`config.mk`:
```
export PLATFORM = sky130hd
export DESIGN_NAME = vram_arbiter
export DESIGN_NICKNAME = d
export VERILOG_FILES = /design/src/rtl/vram_pkg.sv /design/src/rtl/vram_arbiter.sv
export SDC_FILE = /design/constraint.sdc
export NUM_CORES = 1
export LEC_CHECK = 0
export BUFFER_PORTS_ARGS = -buffer_cell sky130_fd_sc_hd__buf_2
export CAP_MARGIN = 5
export CORE_MARGIN = 8
export CORE_UTILIZATION = 27
export CTS_BUF_LIST = sky130_fd_sc_hd__clkbuf_16
export CTS_CLUSTER_DIAMETER = 60
export CTS_CLUSTER_SIZE = 14
export DETAILED_ROUTE_END_ITERATION = 16
export HOLD_SLACK_MARGIN = 0.08
export PLACE_DENSITY = 0.87
export SLEW_MARGIN = 40
export SYNTH_ARGS = -nofsm -noshare
export SYNTH_HDL_FRONTEND = slang
export SYNTH_SLANG_ARGS = --single-unit
```
`constraint.sdc`:
```
create_clock -name clk -period 1.3 [get_ports clk]
set_clock_uncertainty 0.05 [all_clocks]
set_input_delay 0 -clock clk [delete_from_list [all_inputs] [get_ports clk]]
set_output_delay 0 -clock clk [all_outputs]
set_load 0.005 [all_outputs]
```
`src/rtl/vram_pkg.sv`:
```
// Shared VRAM definitions: request owner tag and default geometry of the
// arbitrated video memory.
package vram_pkg;

    localparam int VRAM_AW        = 16;
    localparam int VRAM_DW        = 12;
    localparam int VRAM_BURST_MAX = 4;

    typedef enum logic {
        OWN_DISP = 1'b0,
        OWN_CPU  = 1'b1
    } owner_e;

endpackage : vram_pkg

```
`src/rtl/vram_arbiter.sv`:
```
// Single-port VRAM arbiter: display has fixed priority, bounded by a burst limit
// so a waiting CPU is served at least once every BURST_MAX+1 cycles.
// Define VRAM_ARB_STATS_EN to add grant counters and a CPU worst-wait statistic.
module vram_arbiter
    import vram_pkg::*;
#(
    parameter int AW        = VRAM_AW,
    parameter int DW        = VRAM_DW,
    parameter int BURST_MAX = VRAM_BURST_MAX
) (
    input  logic          clk,
    input  logic          rst,

    input  logic          disp_valid,
    input  logic [AW-1:0] disp_addr,
    output logic          disp_ready,
    output logic          disp_rvalid,
    output logic [DW-1:0] disp_rdata,

    input  logic          cpu_valid,
    input  logic          cpu_we,
    input  logic [AW-1:0] cpu_addr,
    input  logic [DW-1:0] cpu_wdata,
    output logic          cpu_ready,
    output logic          cpu_rvalid,
    output logic [DW-1:0] cpu_rdata,

    output logic          mem_en,
    output logic          mem_we,
    output logic [AW-1:0] mem_addr,
    output logic [DW-1:0] mem_wdata,
    input  logic [DW-1:0] mem_rdata
`ifdef VRAM_ARB_STATS_EN
    ,
    output logic [31:0]   stat_disp,
    output logic [31:0]   stat_cpu,
    output logic [15:0]   stat_wait_max
`endif
);

    localparam int            BW        = $clog2(BURST_MAX + 1);
    localparam logic [BW-1:0] BURST_LIM = BW'(BURST_MAX);

    logic [BW-1:0] burst_q, burst_d;
    logic          tag_valid_q, tag_valid_d;
    owner_e        tag_owner_q, tag_owner_d;

    logic force_cpu;
    logic disp_grant;
    logic cpu_grant;

    // Arbitration; both readies are held low during reset so nothing is granted.
    always_comb begin
        force_cpu  = cpu_valid && (burst_q == BURST_LIM);
        disp_ready = !rst && disp_valid && !force_cpu;
        cpu_ready  = !rst && cpu_valid && !(disp_valid && !force_cpu);
        disp_grant = disp_valid && disp_ready;
        cpu_grant  = cpu_valid && cpu_ready;
    end

    // NOTE: every output gets a default first so no latch is inferred.
    always_comb begin
        mem_en    = 1'b0;
        mem_we    = 1'b0;
        mem_addr  = disp_addr;
        mem_wdata = '0;
        if (disp_grant) begin
            mem_en   = 1'b1;
            mem_addr = disp_addr;
        end else if (cpu_grant) begin
            mem_en    = 1'b1;
            mem_we    = cpu_we;
            mem_addr  = cpu_addr;
            mem_wdata = cpu_wdata;
        end
    end

    always_comb begin
        burst_d = burst_q;
        if (rst || cpu_grant || !cpu_valid) begin
            burst_d = '0;
        end else if (disp_grant && (burst_q != BURST_LIM)) begin
            burst_d = burst_q + BW'(1);
        end
    end

    // Read tag: one entry is enough because memory read latency is one cycle.
    always_comb begin
        tag_valid_d = 1'b0;
        tag_owner_d = tag_owner_q;
        if (!rst) begin
            if (disp_grant) begin
                tag_valid_d = 1'b1;
                tag_owner_d = OWN_DISP;
            end else if (cpu_grant && !cpu_we) begin
                tag_valid_d = 1'b1;
                tag_owner_d = OWN_CPU;
            end
        end else begin
            tag_owner_d = OWN_DISP;
        end
    end

    // NOTE: sequential state uses non-blocking assignments; reset is folded into the _d logic.
    always_ff @(posedge clk) begin
        burst_q     <= burst_d;
        tag_valid_q <= tag_valid_d;
        tag_owner_q <= tag_owner_d;
    end

    assign disp_rvalid = tag_valid_q && (tag_owner_q == OWN_DISP);
    assign cpu_rvalid  = tag_valid_q && (tag_owner_q == OWN_CPU);
    assign disp_rdata  = mem_rdata;
    assign cpu_rdata   = mem_rdata;

`ifdef VRAM_ARB_STATS_EN
    logic [31:0] stat_disp_q, stat_disp_d;
    logic [31:0] stat_cpu_q, stat_cpu_d;
    logic [15:0] wait_cnt_q, wait_cnt_d;
    logic [15:0] wait_max_q, wait_max_d;

    // wait_cnt_q holds the cycles the current CPU request has been refused so far.
    always_comb begin
        stat_disp_d = stat_disp_q;
        stat_cpu_d  = stat_cpu_q;
        wait_cnt_d  = wait_cnt_q;
        wait_max_d  = wait_max_q;
        if (rst) begin
            stat_disp_d = '0;
            stat_cpu_d  = '0;
            wait_cnt_d  = '0;
            wait_max_d  = '0;
        end else begin
            if (disp_grant) begin
                stat_disp_d = stat_disp_q + 32'd1;
            end
            if (cpu_grant) begin
                stat_cpu_d = stat_cpu_q + 32'd1;
                wait_cnt_d = '0;
                if (wait_cnt_q > wait_max_q) begin
                    wait_max_d = wait_cnt_q;
                end
            end else if (cpu_valid) begin
                if (wait_cnt_q != 16'hFFFF) begin
                    wait_cnt_d = wait_cnt_q + 16'd1;
                end
            end else begin
                wait_cnt_d = '0;
            end
        end
    end

    always_ff @(posedge clk) begin
        stat_disp_q <= stat_disp_d;
        stat_cpu_q  <= stat_cpu_d;
        wait_cnt_q  <= wait_cnt_d;
        wait_max_q  <= wait_max_d;
    end

    assign stat_disp     = stat_disp_q;
    assign stat_cpu      = stat_cpu_q;
    assign stat_wait_max = wait_max_q;
`endif

endmodule : vram_arbiter

```
# Word-level counts from Yosys, hierarchy flattened
# Index checks and enable logic that the tools add are counted.
[totals]
ramBits = 0
latch_bits = 0
regBits = 5
word_cells = 37
romBits = 0
memories = 0
[classes]
bitwise_logic = 1
multipliers = 0
n_eq_ne = 2
n_shift = 0
order_cmp = 0
div_mod_pow = 0
reduce_logical = 20
mux = 10
addsub = 1
[ops]
columns = ["operator", "n"]
rows = [
  ["two-way mux 16 bit", 2],
  ["two-way mux 12 bit", 2],
  ["logical AND 1 bit", 12],
  ["two-way mux 1 bit", 6],
  ["zero test 1 bit", 5],
  ["adder 3 x 1 -> 3 bit, second input constant", 1],
  ["equality test 3 bit, second input constant", 1],
  ["!= test 3 bit, second input constant", 1],
  ["logical OR 1 bit", 2],
  ["OR reduction 2 bit", 1],
  ["NOT 1 bit", 1],
]

# Logic depth before layout (Yosys ltp)
[logic_depth]
depth_word = 10
depth_mapped = 6
mapped_depth_nobuf = 5

# Least setup slack after synthesis
# OpenSTA, ideal clock, no wires.
[synth_path]
path_kind = "reg2out"
from = "register burst_q[0]"
to = "output mem_addr[0]"
path_slack_ns = -0.056
stages_incl_launch_ff = 7
required_ns = 1.250
n_path_buf = 1
t_arrival_ns = 1.306
cell_sequence = "dfxtp_1 > inv_1 > ha_1 > a21boi_4 > nor2b_4 > buf_6 > mux2_4"
[synth_between]
elab_chain_len = 9
[synth_lines]
columns = ["element", "line_no", "text"]
rows = [
  ["start, declared", "vram_arbiter.sv:44", "logic [BW-1:0] burst_q, burst_d;"],
  ["start signal, assigned", "vram_arbiter.sv:106", "burst_q <= burst_d;"],
  ["equality test 3 bit (*)", "vram_arbiter.sv:54", "force_cpu = cpu_valid && (burst_q == BURST_LIM);"],
  ["logical AND 1 bit (*)", "vram_arbiter.sv:54", ""],
  ["zero test 1 bit (*)", "vram_arbiter.sv:55, vram_arbiter.sv:56", ""],
  ["logical AND 1 bit", "vram_arbiter.sv:56", "cpu_ready = !rst && cpu_valid && !(disp_valid && !force_cpu);"],
  ["zero test 1 bit", "vram_arbiter.sv:56", ""],
  ["logical AND 1 bit", "vram_arbiter.sv:56", ""],
  ["logical AND 1 bit", "vram_arbiter.sv:58", "cpu_grant = cpu_valid && cpu_ready;"],
  ["two-way mux 16 bit", "vram_arbiter.sv:70", "end else if (cpu_grant) begin"],
  ["two-way mux 16 bit (*)", "vram_arbiter.sv:67", "if (disp_grant) begin"],
  ["end, declared", "vram_arbiter.sv:30", "output logic [AW-1:0] mem_addr,"],
]
# Every way passes the cells marked *; elsewhere a longest branch is shown, timed or not.

# Final worst setup path
# Same ends and word-level chain as after synthesis.

==> results.py <==
metrics = {
    "cts": {
        "clock_path_buffers": 2,
        "path_clk_slew_ns": 0.03,
        "clk_latency_ns": 0.22,
        "cts-htree-levels": 1,
        "cts-buffers-inserted": 3,
        "cts_tree": "yes",
        "cts_root_buf": "clkbuf_16",
        "cts_num_sinks": 5,
    },
    "sta": {
        "relSlewSlack": 0.877,
        "whs_ns": 0.140,
        "finalCritPeriodShare": 1.26,
        "slew_violations": 0,
        "worst_pin_slew_ns": 0.185,
        "rsz0062_at_grt": "yes",
        "period_minus_slack_ns": 1.63,
        "setup_ws_ns": -0.333,
        "final-setup-viol-count": 30,
        "max_freq_ghz": 0.613,
        "hold_violations": 0,
    },
    "setup_path": {
        "cp_data_arrival_time_ns": 1.58,
        "r2r_cells": 6,
        "rr_startpoint": "burst_q[0]$_SDFFE_PP0P_",
        "end_kind": "primary output",
        "crit_type": "flip-flop to primary output",
        "startpoint_type": "flip-flop",
        "required_ns": 1.25,
        "cp_max_fo": 20,
        "critPathLaunch": "burst_q[0]$_SDFFE_PP0P_",
    },
    "power_and_ir_drop": {
        "finalPower_mw": 1.04,
        "ir_worst_vdd_uv": 662,
        "cellPowerDensity_mw_per_mm2": 677,
        "power.leakage_nw": 0.826,
    },
    "status": {
        "violations": "setup timing",
        "status": "complete, but fails checks",
    },
    "logic_synthesis": {
        "netlist_instances": 86,
        "synth_warnings": 0,
        "ys_seq_elements": 5,
        "avgSynthCellArea_sq_um": 9.25,
        "synth_area_sq_um": 796,
        "synth_nets": 149,
        "ys_seq_area_frac": 0.126,
        "synth_cell_types": 19,
    },
    "layout": {
        "diodes": 0,
        "syn_to_final_growth_pct": 93.6,
        "fin_cells": 202,
        "nNetsFinal": 235,
        "drive_above_1_share": 0.737,
    },
    "floorplan": {
        "placementRows": 19,
        "start_util": 0.286,
        "die_h_microns": 70.3,
        "dieArea_sq_mm": 0.00494,
        "core_sq_mm": 0.00278,
        "dieWidth_microns": 70.3,
        "io_pins": 119,
    },
    "drt": {
        "vias_per_cell": 4.48,
        "dr.pass1.iters": 3,
        "drcViolationCount": 0,
        "wirelength_mm": 3.33,
        "ant_nets": 0,
        "drt-wirelength-per-cell_microns": 16.5,
        "first_iter_violations": 7,
        "vias": 904,
    },
    "global_routing": {
        "grtUsageTotal": 0.128,
        "grt_start_max_net_pins": 21,
        "antenna_found_initial": 0,
        "grt_pass1_vias": 1093,
        "globalRouteOverflowTotal": 0,
        "grt_pass1_wl_mm": 5.09,
    },
    "placed_design": {
        "numPortBuffers": 82,
        "gp_congestion": 0.752,
        "placedCellCount": 177,
        "hpwl_mm": 2.46,
    },
    "job": {
        "max_cap_viol_count": 0,
    },
    "hold_path": {
        "hold_path.class": "input pin to flip-flop",
        "holdPathStages": 3,
        "min_from": "rst",
    },
}
==> Yosys cell counts, drive strengths merged <==
master,count,area share
and3,1,0.0079
dfxtp,5,0.13
a21boi,1,0.024
nor2,6,0.028
ha,2,0.031
inv,3,0.014
buf,27,0.26
mux2,16,0.30
nor3,1,0.0063
a21oi,1,0.0063
nand3,1,0.0063
and2,14,0.11
a221oi,1,0.011
nand2,3,0.014
or2b,1,0.0094
nor2b,3,0.042
==> final cells by class <==
| cell class | count | area (sq um) |
|---|---|---|
| Fill cell | 241 | 1240 |
| Inverter | 3 | 11.3 |
| Clock buffer | 3 | 75.1 |
| Tap cell | 31 | 38.8 |
| Timing Repair Buffer | 108 | 783 |
| Multi-Input combinational cell | 51 | 526 |
| Clock inverter | 1 | 3.75 |
| Sequential cell | 5 | 103 |
==> where the power goes <==
| part | switching [mW] | internal (mW) | total (mW) | leakage [nW] |
|---|---|---|---|---|
| clock | 0.0968 | 0.398 | 0.495 | 0.0423 |
| sequential | 0.00299 | 0.160 | 0.163 | 0.0418 |
| combinational | 0.133 | 0.253 | 0.385 | 0.742 |
==> critical path, cell delays in order (launching register included) <==
cell and delay [ns]:
dfxtp_2 0.31, inv_2 0.06, ha_4 0.14, a21boi_4 0.06, nor2b_4 0.14, buf_12 0.19
mux2_4 0.32, buf_6 0.12
==> layout by cell type, fill, tap and decap left out, drive strengths merged <==
cell / n
and3: 1
nor3: 1
or2b: 1
and2: 14
nand2: 3
nor2: 6
dlygate4sd3: 16
inv: 4
buf: 92
a21oi: 1
a221oi: 1
ha: 2
mux2: 16
clkbuf: 3
dfxtp: 5
nor2b: 3
a21boi: 1
nand3: 1
==> logic make-up (layout without fill, tap and decap cells) <==
family | after synthesis | after routing | synth area share
AOI/OAI and AO/OA | 3 | 3 | 0.0409
adders and majority gates | 2 | 2 | 0.0314
buffers and inverters | 30 | 115 | 0.275
DFF | 5 | 5 | 0.126
muxes | 16 | 16 | 0.302
and+or+nand+nor | 30 | 30 | 0.225
==> per-layer routing <==
| metal | vias to the layer above | track usage | part of all wire | routed length (microns) |
|---|---|---|---|---|
| met1 | 399 | 0.110 | 0.32 | 1080 |
| li1 | 425 | - | - | - |
| met4 | 0 | 0.0536 | 0.013 | 42 |
| met2 | 78 | 0.236 | 0.54 | 1790 |
| met5 | - | 0 | 0 | 0 |
| met3 | 2 | 0.0720 | 0.12 | 412 |
==> registers in the layout, summed over array words and instances (netlist names) <==
signal,count
tag_owner_q,1
burst_q,3
tag_valid_q,1
==> worst paths after layout <==
kind                                   end  slack, ns
setup / recovery               mem_addr[0]      -0.33
hold / removal     burst_q[1]$_SDFFE_PP0P_       0.14
setup reg to reg  tag_owner_q$_SDFFE_PP0P_       0.05
hold reg to reg   tag_owner_q$_SDFFE_PP0P_       0.45
==> timing repair <==
| item | CTS | global route |
|---|---|---|
| endpoints found under the setup margin | 31 | 33 |
| setup buffers | 6 | 1 |
| pin swaps | 4 | 2 |
| endpoints found under the hold margin | 26 | 0 |
| hold buffers | 16 | 0 |
| gates resized for setup | 31 | 4 |
==> through the flow <==
stage	setup WS [ns]	setup TNS (ns)	area [sq um]	utilization
6_report	-0.333	-7.31	1540	0.554
5_1_grt	-0.377	-8.90	1540	0.554
4_1_cts	-0.339	-8.49	1520	0.547
3_5_place_dp	-0.158	-2.31	1090	0.392
3_3_place_gp	-0.117	-1.69	1090	0.392
2_1_floorplan	0.0114	0	798	-
Power figures use the tool's default switching activity.
